## config.mk

```make
export PLATFORM = sky130hd
export DESIGN_NAME = serial_adder_flat
export DESIGN_NICKNAME = d
export VERILOG_FILES = /design/src/rtl/serial_adder_pkg.sv /design/src/rtl/serial_adder_if.sv /design/src/rtl/serial_adder_full_adder.sv /design/src/rtl/serial_adder.sv /design/src/flat_wrapper.sv
export SDC_FILE = /design/constraint.sdc
export NUM_CORES = 1
export LEC_CHECK = 0
export CORE_ASPECT_RATIO = 1.75
export CORE_UTILIZATION = 52
export DETAILED_ROUTE_END_ITERATION = 6
export HOLD_SLACK_MARGIN = 0.12
export PLACE_DENSITY = 0.8
export SYNTH_ARGS = -nofsm -noshare
export SYNTH_HDL_FRONTEND = slang
export SYNTH_SLANG_ARGS = --single-unit
```

## constraint.sdc

```tcl
create_clock -name clk -period 1.85 [get_ports clk]
set_input_delay 0.37 -clock clk [delete_from_list [all_inputs] [get_ports clk]]
set_output_delay 0.37 -clock clk [all_outputs]
set_load 0.02 [all_outputs]
```

## src/rtl/serial_adder_pkg.sv

```systemverilog
// Shared definitions for the bit-serial adder: FSM state encoding and the
// legal range of the operand width.
package serial_adder_pkg;

    typedef enum logic [1:0] {
        ST_IDLE  = 2'd0,
        ST_SHIFT = 2'd1,
        ST_DONE  = 2'd2
    } state_t;

    localparam int WIDTH_MIN = 2;
    localparam int WIDTH_MAX = 32;

    function automatic bit width_ok(input int w);
        return (w >= WIDTH_MIN) && (w <= WIDTH_MAX);
    endfunction

endpackage

```

## src/rtl/serial_adder_if.sv

```systemverilog
// Load/result handshake of the bit-serial adder: start/busy/done plus
// operands and the held result.
interface serial_adder_if #(
    parameter int WIDTH = 8
);
    logic             start;
    logic [WIDTH-1:0] a;
    logic [WIDTH-1:0] b;
    logic             cin;
    logic             busy;
    logic             done;
    logic [WIDTH-1:0] sum;
    logic             cout;

    modport master (
        output start, a, b, cin,
        input  busy, done, sum, cout
    );

    modport slave (
        input  start, a, b, cin,
        output busy, done, sum, cout
    );
endinterface

```

## src/rtl/serial_adder_full_adder.sv

```systemverilog
// Single-bit combinational full adder cell reused by the serial adder.
module full_adder (
    input  logic i_a,
    input  logic i_b,
    input  logic i_cin,
    output logic o_sum,
    output logic o_cout
);
    assign o_sum  = i_a ^ i_b ^ i_cin;
    assign o_cout = (i_a & i_b) | (i_cin & (i_a ^ i_b));
endmodule

```

## src/rtl/serial_adder.sv

```systemverilog
// Bit-serial WIDTH-bit adder: one full_adder cell, one LSB pair per clock,
// carry held in a register between cycles; result valid with a done pulse.
module serial_adder
    import serial_adder_pkg::*;
#(
    parameter int WIDTH = 8
) (
    input  logic          clk,
    input  logic          rst_n,
    serial_adder_if.slave bus
);
    localparam int CNT_W = $clog2(WIDTH);

    if (!width_ok(WIDTH)) begin : g_width_check
        $error("serial_adder: WIDTH must lie in 2..32");
    end

    state_t           r_state;
    state_t           w_next;
    logic             w_load;
    logic             w_shift;
    logic             w_last;

    logic [WIDTH-1:0] r_a;
    logic [WIDTH-1:0] r_b;
    logic [WIDTH-1:0] r_acc;
    logic             r_carry;
    logic [CNT_W-1:0] r_cnt;
    logic [WIDTH-1:0] r_sum;
    logic             r_cout;

    logic             w_fa_sum;
    logic             w_fa_cout;
    logic [WIDTH-1:0] w_acc_next;

    full_adder u_fa (
        .i_a    (r_a[0]),
        .i_b    (r_b[0]),
        .i_cin  (r_carry),
        .o_sum  (w_fa_sum),
        .o_cout (w_fa_cout)
    );

    assign w_last     = (r_cnt == CNT_W'(WIDTH - 1));
    assign w_acc_next = {w_fa_sum, r_acc[WIDTH-1:1]};

    always_ff @(posedge clk) begin
        if (!rst_n) begin
            r_state <= ST_IDLE;
        end else begin
            r_state <= w_next;
        end
    end

    // Start is only honoured in IDLE and DONE; SHIFT ignores it entirely.
    always_comb begin
        w_next  = r_state;
        w_load  = 1'b0;
        w_shift = 1'b0;
        case (r_state)
            ST_IDLE: begin
                if (bus.start) begin
                    w_load = 1'b1;
                    w_next = ST_SHIFT;
                end
            end
            ST_SHIFT: begin
                w_shift = 1'b1;
                if (w_last) begin
                    w_next = ST_DONE;
                end
            end
            ST_DONE: begin
                if (bus.start) begin
                    w_load = 1'b1;
                    w_next = ST_SHIFT;
                end else begin
                    w_next = ST_IDLE;
                end
            end
            default: begin
                w_next = ST_IDLE;
            end
        endcase
    end

    always_ff @(posedge clk) begin
        if (!rst_n) begin
            r_a     <= '0;
            r_b     <= '0;
            r_acc   <= '0;
            r_carry <= 1'b0;
            r_cnt   <= '0;
            r_sum   <= '0;
            r_cout  <= 1'b0;
        end else if (w_load) begin
            r_a     <= bus.a;
            r_b     <= bus.b;
            r_carry <= bus.cin;
            r_acc   <= '0;
            r_cnt   <= '0;
        end else if (w_shift) begin
            r_a     <= r_a >> 1;
            r_b     <= r_b >> 1;
            r_acc   <= w_acc_next;
            r_carry <= w_fa_cout;
            r_cnt   <= r_cnt + CNT_W'(1);
            // Outputs only see the finished word, never partial bits.
            if (w_last) begin
                r_sum  <= w_acc_next;
                r_cout <= w_fa_cout;
            end
        end
    end

    assign bus.busy = (r_state == ST_SHIFT);
    assign bus.done = (r_state == ST_DONE);
    assign bus.sum  = r_sum;
    assign bus.cout = r_cout;

endmodule
```

## src/flat_wrapper.sv

```systemverilog
// flat-port wrapper written by rule: the top's interface ports become plain ports
module serial_adder_flat import serial_adder_pkg::*;
#(
    parameter int WIDTH = 8
)
  (clk, rst_n, bus_start, bus_a, bus_b, bus_cin, bus_busy, bus_done, bus_sum, bus_cout);
  serial_adder_if #(.WIDTH(WIDTH)) bus_i ();
  input  logic clk;
  input  logic rst_n;
  input wire logic [$bits(bus_i.start)-1:0] bus_start;
  input wire logic [$bits(bus_i.a)-1:0] bus_a;
  input wire logic [$bits(bus_i.b)-1:0] bus_b;
  input wire logic [$bits(bus_i.cin)-1:0] bus_cin;
  output wire logic [$bits(bus_i.busy)-1:0] bus_busy;
  output wire logic [$bits(bus_i.done)-1:0] bus_done;
  output wire logic [$bits(bus_i.sum)-1:0] bus_sum;
  output wire logic [$bits(bus_i.cout)-1:0] bus_cout;
  assign bus_i.start = bus_start;
  assign bus_i.a = bus_a;
  assign bus_i.b = bus_b;
  assign bus_i.cin = bus_cin;
  assign bus_busy = bus_i.busy;
  assign bus_done = bus_i.done;
  assign bus_sum = bus_i.sum;
  assign bus_cout = bus_i.cout;
  serial_adder #(.WIDTH(WIDTH)) u_core (.clk(clk), .rst_n(rst_n), .bus(bus_i));
endmodule
```

---- Yosys cells after proc, flatten, opt, wreduce, memory -nomap -nowiden ----
Cells that the tools add are included.
storage, ports and cells
  register bits ........................... 39
  bits in latches ......................... 0
  bits in writable memories ............... 0
  bits in read-only memories .............. 0
  input port bits ......................... 20
  output and inout port bits .............. 11
  memories ................................ 0
operators by class
  $add $sub $neg .......................... 1
  multiply operators ...................... 0
  divide/modulo/power cells ............... 0
  order comparisons ....................... 0
  eq/ne operators ......................... 5
  shifts and indexed selects .............. 0
  muxes and demuxes ....................... 13
  bitwise gates (word level) .............. 7
  reductions and logical operators ........ 6
operator list
  cell                                                                     count
  8-bit 2-to-1 mux                                                         4
  1-bit 2-to-1 mux                                                         6
  2-bit one-hot mux with 3 select lines                                    1
  2-bit 2-to-1 mux                                                         2
  2-bit OR reduction                                                       2
  3-bit by 1-bit adder with 3-bit output, second input constant            1
  3-bit equality test, second input constant                               1
  3-bit AND reduction                                                      1
  1-bit AND                                                                2
  2-bit by 1-bit equality test with 1-bit output, second input constant    1
  2-bit equality test, second input constant                               1
  2-bit zero test                                                          1
  2-bit by 1-bit inequality test with 1-bit output, second input constant  1
  2-bit inequality test, second input constant                             1
  1-bit NOT                                                                2
  2-bit AND reduction                                                      1
  2-bit nonzero test                                                       1
  1-bit bitwise XOR                                                        2
  1-bit OR                                                                 1

---- Logic depth before layout (Yosys ltp) ----
Gate-level depths: netlist of run 1.
  depth in word-level cells ............... 5
  mapped depth ............................ 6
  mapped depth without buffers ............ 5

---- Modules after synthesis ----
From an unflattened synthesis of run 1, not the netlist that was laid out.
second synthesis, totals
  cells, all modules ...................... 177
  area total of the unflattened synthesis .. 1539.0 sq um
modules (own cells, without submodules)
  module        instances  cells each  area each (sq um)  sequential area each (sq um)
  serial_adder  1          176         1519.0             760.7
  full_adder    1          1           20.0               0.0

---- Worst setup path after synthesis of run 1 ----
Ideal clock, no wire load.
  path type ............................... reg-to-reg
  start ................................... register u_core.r_cnt[0]
  end ..................................... register u_core.r_sum[0], in the netlist u_core.bus.sum[0]
  setup time .............................. 76 ps
  arrival time ............................ 1114 ps
  slack ................................... 660 ps
  cell stages (with the launch flop) ...... 6
  buffers on the path ..................... 1
  clock period less this slack ............ 1190 ps
  cells stage by stage .................... dfxtp_1 > ha_1 > ha_1 > clkbuf_1 > nand3_1 > a21boi_0
on the way
  longest elaborated chain between the ends .. 2
ends and longest elaborated chain
  item                                  line                 text
  from (decl)                           serial_adder.sv:28   logic [CNT_W-1:0] r_cnt;
  from (signal assigned)                serial_adder.sv:107  r_cnt <= r_cnt + CNT_W'(1);
  3-bit equality test                   serial_adder.sv:44   assign w_last = (r_cnt == CNT_W'(WIDTH - 1));
  3-bit AND reduction (no source line)  --
  to (signal assigned)                  serial_adder.sv:110  r_sum <= w_acc_next;
  to (decl)                             serial_adder.sv:29   logic [WIDTH-1:0] r_sum;
No other way between the ends.
A chain may end at the register's enable or synchronous reset.

---- Final worst setup path of run 1 ----
  start ................................... register u_core.r_state[0]
  end ..................................... output bus_done
on the way
  longest elaborated chain between the ends .. 1
ends and longest elaborated chain
  item                    line                 text
  from (decl)             serial_adder.sv:18   state_t r_state;
  from (signal assigned)  serial_adder.sv:51   r_state <= w_next;
  2-bit equality test     serial_adder.sv:117  assign bus.done = (r_state == ST_DONE);
  to (decl)               flat_wrapper.sv:15   output wire logic [$bits(bus_i.done)-1:0] bus_done;
No other way between the ends.

==> results of run 1 <==
-- stage by stage --
| stage | hold WS (ns) | cell area, um^2 | std cells | power [W] |
|---|---|---|---|---|
| floorplan | 0.4320 | 1538 | 177 | 0.001033 |
| global placement | 0.4414 | 1831 | 227 | 0.001091 |
| detailed placement | 0.4441 | 1831 | 227 | 0.001100 |
| CTS | 0.4547 | 1972 | 235 | 0.001953 |
| global route | 0.4712 | 1972 | 235 | 0.002015 |
| finish | 0.4528 | 1972 | 235 | 0.001946 |
-- cell type report --
type	count	area [um^2]	share of cell area, %
clock buffers	6	82.58	4.188
clock inverters	2	60.06	3.046
inverters	1	8.758	0.4442
multi-input cells	125	681.9	34.58
flip-flops and latches	38	760.7	38.58
well taps	27	33.78	1.713
repair buffers	36	344.1	17.45
-- critical path: stages, from the launching register on --
cell,delay (ns)
sky130_fd_sc_hd__dfxtp_1,0.35
sky130_fd_sc_hd__nor2b_1,0.13
sky130_fd_sc_hd__clkdlybuf4s50_1,0.62
-- sequential cells by signal, summed over array words and instances (netlist names) --
name	flops
u_core.r_state	2
u_core.r_b	8
u_core.r_carry	1
u_core.bus.cout	1
u_core.r_acc	7
u_core.r_cnt	3
u_core.r_a	8
u_core.bus.sum	8
-- cells in the mapped netlist (3+ instances only) --
cell	count	share of area, %
sky130_fd_sc_hd__a21boi_0	7	3.4
sky130_fd_sc_hd__a21boi_1	5	2.4
sky130_fd_sc_hd__a21oi_1	10	3.3
sky130_fd_sc_hd__a31oi_1	5	2.0
sky130_fd_sc_hd__buf_2	6	2.0
sky130_fd_sc_hd__buf_6	3	2.2
sky130_fd_sc_hd__dfxtp_1	38	49
sky130_fd_sc_hd__nand2_1	41	10
sky130_fd_sc_hd__nand3_1	12	3.9
sky130_fd_sc_hd__nor2_1	9	2.2
sky130_fd_sc_hd__nor3_1	8	2.6
sky130_fd_sc_hd__o21ai_0	6	2.0
sky130_fd_sc_hd__o221ai_1	8	4.6
-- kinds of logic after synthesis --
group | after synthesis
AO/OA/AOI/OAI | 43
XOR/XNOR | 1
adder cells (fa/ha/maj) | 3
buffers and inverters | 14
flip-flops | 38
AND/OR/NAND/NOR | 78
-- final timing paths --
kind                      from           endpoint  slack, ns
max          u_core.r_state[0]           bus_done       0.10
min          u_core.bus.sum[6]  u_core.bus.sum[6]       0.45
min reg2reg  u_core.bus.sum[6]  u_core.bus.sum[6]       0.45
max reg2reg  u_core.r_state[0]     u_core.r_carry       0.44
-- power breakdown --
group / switching [W] / internal [W]
Sequential: 0.0000248 / 0.000857
Clock: 0.000288 / 0.000575
Combinational: 0.000108 / 0.0000940
Total: 0.000421 / 0.00153
-- timing repair --
item                                    4_1_cts  5_1_grt
gates resized for setup                       1        0
setup buffers                                 0        0
endpoints found under the setup margin        1        0
hold buffers                                  0        0
-- cells in the final DEF (no fill, tap or decap), types with 2 or more instances in the layout --
cell                              Yosys  layout
sky130_fd_sc_hd__a21boi_0             7       7
sky130_fd_sc_hd__a21boi_1             5       5
sky130_fd_sc_hd__a21oi_1             10      10
sky130_fd_sc_hd__a22oi_1              2       2
sky130_fd_sc_hd__a31oi_1              5       5
sky130_fd_sc_hd__buf_4                2       6
sky130_fd_sc_hd__bufinv_16            0       2
sky130_fd_sc_hd__clkbuf_8             0       6
sky130_fd_sc_hd__clkdlybuf4s50_1      0      29
sky130_fd_sc_hd__dfxtp_1             38      38
sky130_fd_sc_hd__ha_1                 2       2
sky130_fd_sc_hd__nand2_1             41      41
sky130_fd_sc_hd__nand3_1             12      12
sky130_fd_sc_hd__nor2_1               9       9
sky130_fd_sc_hd__nor2b_1              2       2
sky130_fd_sc_hd__nor3_1               8       8
sky130_fd_sc_hd__o21ai_0              6       6
sky130_fd_sc_hd__o221ai_1             8       8
-- layer usage --
layer / global-route usage (%) / share of wire (%)
met1: 24.11 / 38
met2: 44.94 / 56
met3: 5.583 / 3.7
met4: 11.78 / 1.9
met5: 0 / 0
==> impl_metrics.env, run 1 <==
export IMPL_detailedPlace_worstSlack_ns=0.2397
export IMPL_cts_tree="yes"
export IMPL_port_buffer_count=30
export IMPL_drt_wl_total_mm=3.294
export IMPL_netlist_cell_type_count=27
export IMPL_vdd_ir_drop_max_v=0.001049
export IMPL_wire_length_of_the_first_global_routing_pass_mm=5.823
export IMPL_cts_buf_count=5
export IMPL_drt_initial_drc_count=40
export IMPL_gpl_final_weighted_congestion=0.7592
export IMPL_syn_area_per_cell_um2=8.688
export IMPL_adder_cell_share_of_the_synthesized_area_pct=2.929
export IMPL_fin_crit_ns=1.746
export IMPL_yosys_area_share_xor_xnor_pct=0.5696
export IMPL_timing_final_max_slew_violations=0
export IMPL_fin_nets=230
export IMPL_postSynth_asyncResetShare_pct=0
export IMPL_die_area_mm2=0.003187
export IMPL_synth_ff_latch_count=38
export IMPL_status="finished, final reports clean"
export IMPL_netlist_instances=177
export IMPL_synth_mux_area_share_pct=0
export IMPL_worstPathArrival_ns=1.38
export IMPL_synth_fp_nets=200
export IMPL_wl_per_cell_um=14.02
export IMPL_final_core_utilization_pct=71.64
export IMPL_rsz0062_at_grt="false"
export IMPL_hold_class="register to register"
export IMPL_power_density_mw_per_mm2=987.1
export IMPL_layout_worst_path_cycle_share_pct=94.40
export IMPL_worstSkewPairLatency_ns=0.29
export IMPL_grt_antenna_before_repair=0
export IMPL_worst_clock_skew_ns=0.005337
export IMPL_cts_reportedPaths_clkPinSlew_ns=0.07
export IMPL_largest_family_of_logic_cells_by_synthesized_area="simple AND/OR/NAND/NOR gates"
export IMPL_timing_worst_slew_pin_value_ns=0.4250
export IMPL_area_growth_synth_to_final_pct=28.23
export IMPL_cts_htree_levels=2
export IMPL_start_util_pct=55.86
export IMPL_grt_max_degree=36
export IMPL_count_of_flip_flops_with_a_built_in_enable_after_synthesis=0
export IMPL_hold_viol=0
export IMPL_io_pins=31
export IMPL_drtAntennaViolNets=0
export IMPL_n_antenna_cell=0
export IMPL_timing_critical_path_from_type="register"
export IMPL_drv_max_cap_violation_count=0
export IMPL_synthesis_area_mm2=0.001538
export IMPL_overflow_left_after_global_routing=0
export IMPL_die_width_um=43.11
export IMPL_clock_sinks=38
export IMPL_post_synth_and_or_nand_nor_area_fraction_pct=22.21
export IMPL_remaining_drc_errors=0
export IMPL_clock_tree_root_driver_cell="sky130_fd_sc_hd__clkbuf_8"
export IMPL_finalSetupViolCount=0
export IMPL_rr_worst_depth=5
export IMPL_synth_top_flop_cell="sky130_fd_sc_hd__dfxtp_1"
export IMPL_fillerInstances=222
export IMPL_finalWorstSetupSlack_ns=0.1036
export IMPL_timing_setup_tns_ns=0
export IMPL_routed_vias=1377
export IMPL_global_router_s_overall_resource_usage_pct=24.02
export IMPL_worst_path_max_fanout=5
export IMPL_synth_compound_gate_area_share_pct=18.63
export IMPL_vias_cell=5.860
export IMPL_critical_path_class="register to primary output"
export IMPL_fp_dieH_um=73.94
export IMPL_first_pass_iters=4
export IMPL_drive_gt1_share_pct=8.173
export IMPL_yosysSeqAreaShare_pct=49.47
export IMPL_core_area_mm2=0.002753
export IMPL_clockBufferDepth=2
export IMPL_synthesis_yosys_warnings=0
export IMPL_worstSetupEndpointType="primary output"
export IMPL_hold_path_cells=2
export IMPL_std_cell_rows=25
export IMPL_clock_fmax_ghz=0.5726
export IMPL_via_count_of_the_first_global_routing_pass=1382
export IMPL_post_dp_hpwl_mm=2.189
export IMPL_power_leakage_nw=0.7086
export IMPL_required_ns=1.48
export IMPL_worst_slew_margin_rel_pct=71.67
No activity file was read; power rests on OpenSTA's default activity.
==> run 2, diff against run 1 <==
- CAP_MARGIN: not set -> 30
==> results of run 2 <==
No change in the layout: final DEF, timing and power equal those of run 1.
==> patch, RTL diff (settings of run 1) <==
`WIDTH` is set to 8 in 3 places; all go to 4.
--- a/src/rtl/serial_adder_if.sv
+++ b/src/rtl/serial_adder_if.sv
@@ -3,3 +3,3 @@
 interface serial_adder_if #(
-    parameter int WIDTH = 8
+    parameter int WIDTH = 4
 );
--- a/src/rtl/serial_adder.sv
+++ b/src/rtl/serial_adder.sv
@@ -5,3 +5,3 @@
 #(
-    parameter int WIDTH = 8
+    parameter int WIDTH = 4
 ) (
--- a/src/flat_wrapper.sv
+++ b/src/flat_wrapper.sv
@@ -3,3 +3,3 @@
 #(
-    parameter int WIDTH = 8
+    parameter int WIDTH = 4
 )
Ports: changed (resized bus_a, bus_b and bus_sum); port bits go from 31 to 19. The function was not compared with the original's and may differ.
==> patch against run 1 <==
- routed wire length decreased by 47%
- sequential cell count is 17 lower
- maximum frequency increased by 5.8%
- cell area down 43%
- largest power group unchanged
- total power down 57%
- synthesized area shrank 41%
- non-clock buffer count decreased by 15
- hold slack improved by 0.0084 ns
- worst setup slack gained 0.095 ns
==> patch: results <==
group,metric,value,unit
run_status,status,"finished clean",
timing,timing.hold.ws,0.4612,ns
drt,vias_per_cell,5.500,
power,p_comb_share,15.1,%
placed_design,place_ws,0.1411,ns
timing,setup_ws,0.1989,ns
power,swShare,26.74,%
worst_setup_path,crit_end,"bus_sum[3]",
worst_setup_path,cp_slowest_stage_delay,0.61,ns
global_routing,grt_use_met1,26.00,%
timing,tightestPinTransition,0.4821,ns
global_routing,grt_pass1_vias,715,
synth,netlist_instances,98,
timing,fin_skew,0.005838,ns
drt,m1WireLength,648,um
placed_design,dp.cells,134,
power,power.static_leakage,0.0004321,uW
clocking,path_clk_slew,0.12,ns
power,irDropWorstVdd,580.1,uV
drt,wl_per_cell,12.59,um
placed_design,place.gp.congestion,0.7742,
worst_hold_path,hold_depth,2,
power,power,841.7,uW
final_layout,drive_gt1_share,12.82,%
placed_design,dp.final_hpwl,1.291,mm
global_routing,grt_use_met3,3.141,%
worst_setup_path,crit_fanout,2,
drt,drtIter0Drc,5,
clocking,numCtsBuffers,3,
synth,synthTopCellsByCount,"nand2_1 (22), dfxtp_1 (21), a21boi_0 (7), nand3_1 (7), a21oi_1 (6)",
clocking,clock_latency,0.31,ns
clocking,ctsHtreeMaxLevel,1,
placed_design,place_area,0.001091,mm2
global_routing,grt_max_degree,19,
global_routing,grt_pass1_wl,2.939,mm
drt,first_pass_iters,4,
clocking,cts_root_buf,"clkbuf_4",
worst_setup_path,regToRegEndpoint,"u_core.bus.sum[1]",
placed_design,port_buffers,18,
drt,wl_met2,970,um
final_layout,final_cells,138,
worst_setup_path,r2r-start,"u_core.r_cnt[0]",
synth,synth_nets,112,
worst_hold_path,hold_end,"u_core.r_acc[1]",
worst_setup_path,reg2reg_depth,4,
synth,synthTopCellsByArea,"dfxtp_1 (46%), nand2_1 (9.0%), a21boi_0 (5.7%)",
clocking,clockBufferDepth,2,
synth,ys_types,31,
synth,yosysSeqAreaShare,45.96,%
worst_hold_path,worstHoldStart,"u_core.r_acc[1]",
global_routing,grtUsageTotal,22.91,%
power,clock_power_share,26.9,%
drt,dr_wl_met3,72,um
worst_setup_path,startpoint,"u_core.bus.sum[3]",
global_routing,grtUsageMet2,37.57,%
worst_setup_path,ff2ff_setup_slack,0.65,ns
patch: cell count changes in the layout (fill, tap and decap cells not counted), sizes merged, moves of 4 or more:
| cell | run 1 | this run |
|---|---|---|
| nor3 | 8 | 2 |
| clkdlybuf4s50 | 29 | 16 |
| o221ai | 8 | 2 |
| nand3 | 12 | 8 |
| a21boi | 12 | 8 |
| dfxtp | 38 | 21 |
| nand2 | 42 | 23 |
| a21oi | 10 | 6 |
| nor2 | 9 | 3 |
patch: cells by family (layout without fill, tap and decap cells):
family,count (synthesis),after routing,synth area share (%)
compound gates,24,24,18.60
xor+xnor,1,1,0.9578
fa+ha+maj,2,2,3.557
buf+inv,7,26,6.702
flops,21,21,45.96
simple gates,43,43,24.22
patch: area by class of cell:
class	count	area, um2
clock buffer	3	22.52
fill	157	491.7
sequential	21	421.7
clock inverter	1	5.005
multi-input combinational	70	432.9
inverter	1	8.758
timing repair buffer	21	207.7
tap	21	26.28
